==> config.mk <==
export PLATFORM = sky130hd
export DESIGN_NAME = lift_ctrl
export DESIGN_NICKNAME = d
export VERILOG_FILES = /design/src/rtl/lift_ctrl.sv
export SDC_FILE = /design/constraint.sdc
export NUM_CORES = 1
export LEC_CHECK = 0
export BUFFER_PORTS_ARGS = -buffer_cell sky130_fd_sc_hd__buf_2
export CAP_MARGIN = 0
export CORE_AREA = 2 2 61 63
export CTS_BUF_LIST = sky130_fd_sc_hd__clkbuf_16
export CTS_CLUSTER_SIZE = 40
export DETAILED_ROUTE_END_ITERATION = 16
export DIE_AREA = 0 0 63 65
export PLACE_DENSITY = 0.88
export SETUP_SLACK_MARGIN = 0.15
export SYNTH_ARGS = -nofsm -noshare
export SYNTH_HDL_FRONTEND = slang
export SYNTH_SLANG_ARGS = --single-unit
==> constraint.sdc <==
create_clock -name clk -period 2.7 [get_ports clk]
set_clock_uncertainty 0.1 [all_clocks]
set_input_delay 0.135 -clock clk [delete_from_list [all_inputs] [get_ports clk]]
set_output_delay 0.135 -clock clk [all_outputs]
set_load 0.01 [all_outputs]
==> src/rtl/lift_ctrl.sv <==
// ---------------------------------------------------------------------------
// lift_ctrl -- single-car lift controller with SCAN scheduling.
//
// Latches floor calls into a pending mask, moves the car one floor every
// TRAVEL_TICKS cycles, holds the doors open for DOOR_TICKS cycles at each
// served floor, and waits for the door sensor before going idle again.
// The car keeps its direction while requests remain beyond it, then reverses.
//
// Ports:
//   clk             rising-edge clock
//   reset           asynchronous, active-high reset
//   call_req        one request bit per floor
//   doors_closed    door sensor: doors confirmed shut
//   state           0 IDLE, 1 MOVE_UP, 2 MOVE_DOWN, 3 DOOR_OPEN, 4 DOOR_CLOSE
//   cur_floor       current floor index
//   pending         latched, still-unserved requests
//   motor_on        high in MOVE_UP / MOVE_DOWN
//   motor_direction 1 = up, 0 = down; holds its value when not moving
//   door_open       high in DOOR_OPEN
//   fan_on          high whenever the state is not IDLE
// ---------------------------------------------------------------------------
module lift_ctrl #(
    parameter int NUM_FLOORS   = 8,
    parameter int FLOOR_W      = 3,
    parameter int DOOR_TICKS   = 4,
    parameter int TRAVEL_TICKS = 3
) (
    input  logic                  clk,
    input  logic                  reset,
    input  logic [NUM_FLOORS-1:0] call_req,
    input  logic                  doors_closed,
    output logic [2:0]            state,
    output logic [FLOOR_W-1:0]    cur_floor,
    output logic [NUM_FLOORS-1:0] pending,
    output logic                  motor_on,
    output logic                  motor_direction,
    output logic                  door_open,
    output logic                  fan_on
);

    typedef enum logic [2:0] {
        S_IDLE       = 3'd0,
        S_MOVE_UP    = 3'd1,
        S_MOVE_DOWN  = 3'd2,
        S_DOOR_OPEN  = 3'd3,
        S_DOOR_CLOSE = 3'd4
    } state_t;

    localparam int TCNT_W = $clog2(TRAVEL_TICKS + 1);
    localparam int DCNT_W = $clog2(DOOR_TICKS + 1);
    localparam logic [TCNT_W-1:0] TRAVEL_LAST = TCNT_W'(TRAVEL_TICKS - 1);
    localparam logic [DCNT_W-1:0] DOOR_LAST   = DCNT_W'(DOOR_TICKS - 1);
    localparam logic [FLOOR_W-1:0] TOP_FLOOR  = FLOOR_W'(NUM_FLOORS - 1);

    state_t                  state_q, state_d;
    logic [FLOOR_W-1:0]      floor_q, floor_d;
    logic [NUM_FLOORS-1:0]   pending_q, pending_d;
    logic                    dir_q, dir_d;
    logic [TCNT_W-1:0]       tcnt_q, tcnt_d;
    logic [DCNT_W-1:0]       dcnt_q, dcnt_d;

    // Any request strictly above / strictly below floor fl.
    function automatic logic any_above(input logic [NUM_FLOORS-1:0] req,
                                       input logic [FLOOR_W-1:0]    fl);
        logic r;
        r = 1'b0;
        for (int i = 0; i < NUM_FLOORS; i++) begin
            if (i > int'(fl)) r = r | req[i];
        end
        return r;
    endfunction

    function automatic logic any_below(input logic [NUM_FLOORS-1:0] req,
                                       input logic [FLOOR_W-1:0]    fl);
        logic r;
        r = 1'b0;
        for (int i = 0; i < NUM_FLOORS; i++) begin
            if (i < int'(fl)) r = r | req[i];
        end
        return r;
    endfunction

    logic                 going_up;
    logic                 at_limit;
    logic [FLOOR_W-1:0]   next_floor;
    logic                 beyond_next;
    logic                 req_above;
    logic                 req_below;
    logic                 here_call;

    always_comb begin
        going_up    = (state_q == S_MOVE_UP);
        at_limit    = going_up ? (floor_q == TOP_FLOOR) : (floor_q == '0);
        next_floor  = going_up ? floor_q + FLOOR_W'(1) : floor_q - FLOOR_W'(1);
        beyond_next = going_up ? any_above(pending_q, next_floor)
                               : any_below(pending_q, next_floor);
        req_above   = any_above(pending_q, floor_q);
        req_below   = any_below(pending_q, floor_q);
        here_call   = call_req[floor_q];
    end

    always_comb begin
        state_d   = state_q;
        floor_d   = floor_q;
        dir_d     = dir_q;
        tcnt_d    = tcnt_q;
        dcnt_d    = dcnt_q;
        pending_d = pending_q | call_req;

        case (state_q)
            S_IDLE: begin
                tcnt_d = '0;
                if (pending_q[floor_q]) begin
                    state_d = S_DOOR_OPEN;
                    dcnt_d  = '0;
                end else if (req_above && (dir_q || !req_below)) begin
                    state_d = S_MOVE_UP;
                    dir_d   = 1'b1;
                end else if (req_below) begin
                    state_d = S_MOVE_DOWN;
                    dir_d   = 1'b0;
                end
            end

            S_MOVE_UP, S_MOVE_DOWN: begin
                if (at_limit) begin
                    // Defensive: never step past the end floors.
                    state_d = S_IDLE;
                    tcnt_d  = '0;
                end else if (tcnt_q == TRAVEL_LAST) begin
                    tcnt_d  = '0;
                    floor_d = next_floor;
                    if (pending_q[next_floor]) begin
                        state_d = S_DOOR_OPEN;
                        dcnt_d  = '0;
                    end else if (!beyond_next) begin
                        state_d = S_IDLE;
                    end
                end else begin
                    tcnt_d = tcnt_q + TCNT_W'(1);
                end
            end

            S_DOOR_OPEN: begin
                // A call at this floor while open just extends the opening.
                if (here_call) begin
                    dcnt_d = '0;
                end else if (dcnt_q == DOOR_LAST) begin
                    state_d = S_DOOR_CLOSE;
                    dcnt_d  = '0;
                end else begin
                    dcnt_d = dcnt_q + DCNT_W'(1);
                end
            end

            S_DOOR_CLOSE: begin
                // Reopen wins over the sensor so nobody is shut out.
                if (here_call) begin
                    state_d = S_DOOR_OPEN;
                    dcnt_d  = '0;
                end else if (doors_closed) begin
                    state_d = S_IDLE;
                end
            end

            default: begin
                state_d = S_IDLE;
            end
        endcase

        // The floor being served (or still open) is never left pending.
        if (state_d == S_DOOR_OPEN) pending_d[floor_d] = 1'b0;
    end

    always_ff @(posedge clk or posedge reset) begin
        if (reset) begin
            state_q   <= S_IDLE;
            floor_q   <= '0;
            pending_q <= '0;
            dir_q     <= 1'b1;
            tcnt_q    <= '0;
            dcnt_q    <= '0;
        end else begin
            state_q   <= state_d;
            floor_q   <= floor_d;
            pending_q <= pending_d;
            dir_q     <= dir_d;
            tcnt_q    <= tcnt_d;
            dcnt_q    <= dcnt_d;
        end
    end

    assign state           = state_q;
    assign cur_floor       = floor_q;
    assign pending         = pending_q;
    assign motor_on        = (state_q == S_MOVE_UP) || (state_q == S_MOVE_DOWN);
    assign motor_direction = dir_q;
    assign door_open       = (state_q == S_DOOR_OPEN);
    assign fan_on          = (state_q != S_IDLE);

endmodule

==> reports/qor.yml <==
rsz0062_at_grt: "true"
p_leak_nw: 0.9627
grt_max_degree: 21
layout_min_cycle_time_ps: 2590
ctsLongestPathBuffers: 2
postSynthCellCount: 219
max_freq_ghz: 0.3860
grt_util_all_layers_pct: 28.22
synth_area_leaders: "dfrtp_1 26%, mux4_2 4.8%, nor2_1 4.6%"
critPathSlowestCell: "dfrtp_2"
powerDensity_nw_per_um2: 1455
fp.dieW_um: 63
setup-tns-final_ps: 0
wl_per_cell_um: 19.98
yosysTopAreaCell: "dfrtp_1"
grt_pass1_vias: 1851
period_share_pct: 95.94
ys_types: 59
final_common_cell: "buf_2"
cp-end-kind: "flop"
cts_root_buffer: "clkbuf_16"
die_h_um: 65
diodes: 0
nNetsFinal: 276
cp-start-kind: "flop"
path_delay_family: "compound AO/OA/AOI/OAI gates"
crit_arrival_ps: 2660
drive_above_1_share_pct: 40.54
row_count: 22
outcome: "finished clean"
clock_sinks: 20
antenna_left: 0
cts_tree: "done"
crit_cells: 11
cp_max_fo: 8
vias: 2020
place_congestion: 0.9174
core_area_um2: 3496
syn2layout_area_growth_pct: 33.53
critPathKind: "flop to flop"
hold_path.class: "primary input to flop"
setup_violations: 0
drc: 0
port-buffer-count: 28
cts-buffers-inserted: 3
ys_seq_elements: 20
synth_ff_type: "dfrtp_1"
required_ps: 2760
tightestPinTransition_ps: 778.4
worst-r2r-cell-count: 11
layout_common_cells: "28 x buf_2, 23 x nor2_1, 20 x buf_4, 18 x dfrtp_1, 11 x o21ai_0"
syn-mean-instance-area_um2: 8.501
max_cap_violations: 0
die_area_um2: 4095
finalMaxSlewViolations: 0
path_clk_slew_ps: 60
ys_seq_area_share_pct: 26.95
slowest_delay_ps: 420
yosysWarnings: 0
peakVddDrop_mv: 0.9083
wirelength_um: 6135
hpwl_um: 3745
synth_edf_count: 0
start_util_pct: 53.26
h-tree-depth: 1
synthArstFlopShare_pct: 100.0
cp_cell_sequence: "inv_2 -> buf_6 -> ha_4 -> xor2_4 -> buf_4 -> nor3_2 -> o32ai_2 -> a32o_2 -> a211oi_4 -> o21ai_4 -> a41oi_2"
hold_path_depth: 3
hold_viol_final: 0
fillerInstances: 242
drt_iter0_drc: 160
grt_pass1_wl_um: 8956
syn_nets: 235
syn_area_um2: 1862
grt-ovfl-total: 0
ios: 29
via_per_inst: 6.580
p_total_mw: 3.617
synth_top_area_share_pct: 25.54
clkLatencyLatePin_ps: 250
path_buf_inv: 3
antenna_found_initial: 0
relSlewSlack_pct: 48.05
firstDrtPassIters: 4
==> stage by stage <==
| step | cells | instance area, µm² | utilization, % | hold slack, ps | worst slack [ps] |
|---|---|---|---|---|---|
| 5_1_grt | 307 | 2486 | 71.12 | 92.69 | 32.69 |
| 3_5_place_dp | 292 | 2077 | 59.41 | 192.6 | 12.84 |
| 3_3_place_gp | 292 | 2077 | 59.41 | 195.1 | 87.07 |
| 4_1_cts | 300 | 2268 | 64.89 | 70.43 | 161.1 |
| 2_1_floorplan | 219 | 1862 | - | -1.911 | 162.7 |
| 6_report | 307 | 2486 | 71.12 | 78.87 | 109.6 |
==> Yosys cell counts (2+ instances only) <==
cell,n
buf_6,2
a41oi_1,8
ha_1,5
or3_1,3
a21o_1,2
clkbuf_1,7
nand3_1,2
inv_2,2
nand2_1,9
nor2_1,23
a21boi_1,2
nor3_1,10
o21ai_0,13
mux2_2,4
o31ai_1,4
and3_1,4
o211ai_1,4
nor3b_1,4
o21ai_1,2
or2_2,2
mux4_2,4
o32ai_1,3
o21a_1,2
and2_1,3
o22ai_1,3
a22oi_1,2
xnor2_1,3
o21bai_1,2
nor2b_1,6
buf_2,6
dfrtp_1,19
nand3b_1,2
a21oi_2,2
inv_1,8
a2111oi_0,2
nand2b_1,9
a21oi_1,9
==> what timing repair did <==
item	CTS	global route
endpoints found under the setup margin	9	13
pin swaps	2	14
buffers inserted	3	7
endpoints found under the hold margin	19	0
hold buffers	1	0
gates resized for setup	11	29
==> path summary, 6_finish.rpt <==
check | startpoint | endpoint | slack [ps]
worst min-delay path | doors_closed | state[2] | 80
max in group asynchronous | reset | cur_floor[0] | 1500
worst min register to register | dcnt_q[2] | dcnt_q[2] | 420
worst max register to register | cur_floor[0] | pending[7] | 110
worst max-delay path | cur_floor[0] | pending[7] | 110
min in group asynchronous | reset | cur_floor[2] | 470
==> where the power goes <==
part	internal (mW)	switching [mW]	leakage, nW	total [mW]
logic	1.22	1.47	0.699	2.69
clock network	0.197	0.111	0.0385	0.308
registers	0.401	0.215	0.225	0.615
==> worst min-delay path, stage by stage <==
cell and delay [ps]:
buf_2 90, nand3b_1 100, a21oi_1 70
==> routing by layer <==
metal | part of all wire (%) | global-route usage, % | up-vias
li1 | - | - | 890
met1 | 39 | 37.24 | 982
met2 | 48 | 44.68 | 117
met3 | 7.0 | 2.778 | 31
met4 | 5.7 | 17.50 | 0
met5 | 0 | 0 | -
==> state kept, by name, indices dropped and copies added (netlist names) <==
signal and cells:
tcnt_q 2, dcnt_q 3, motor_direction 1, state 3
pending 8, cur_floor 3
==> cell families after synthesis <==
kind of cell             Yosys count  share of synthesized area [%]
XOR/XNOR                           4                          1.882
multiplexers                       9                          8.064
AO/OA/AOI/OAI                     71                          28.23
buffers and inverters             26                          6.452
flip-flops                        20                          26.95
adder cells (fa/ha/maj)            6                          3.898
AND/OR/NAND/NOR                   83                          24.53
==> area by class of cell <==
type	instances	area, µm²	share of cell area, %
well taps	48	60.06	2.416
inverters	10	37.54	1.510
clock inverters	1	3.754	0.1510
multi-input cells	173	1473	59.24
clock buffers	3	75.07	3.020
flip-flops and latches	20	503.0	20.23
repair buffers	52	334.1	13.44
Note: power is estimated with default switching activity, not from simulation.
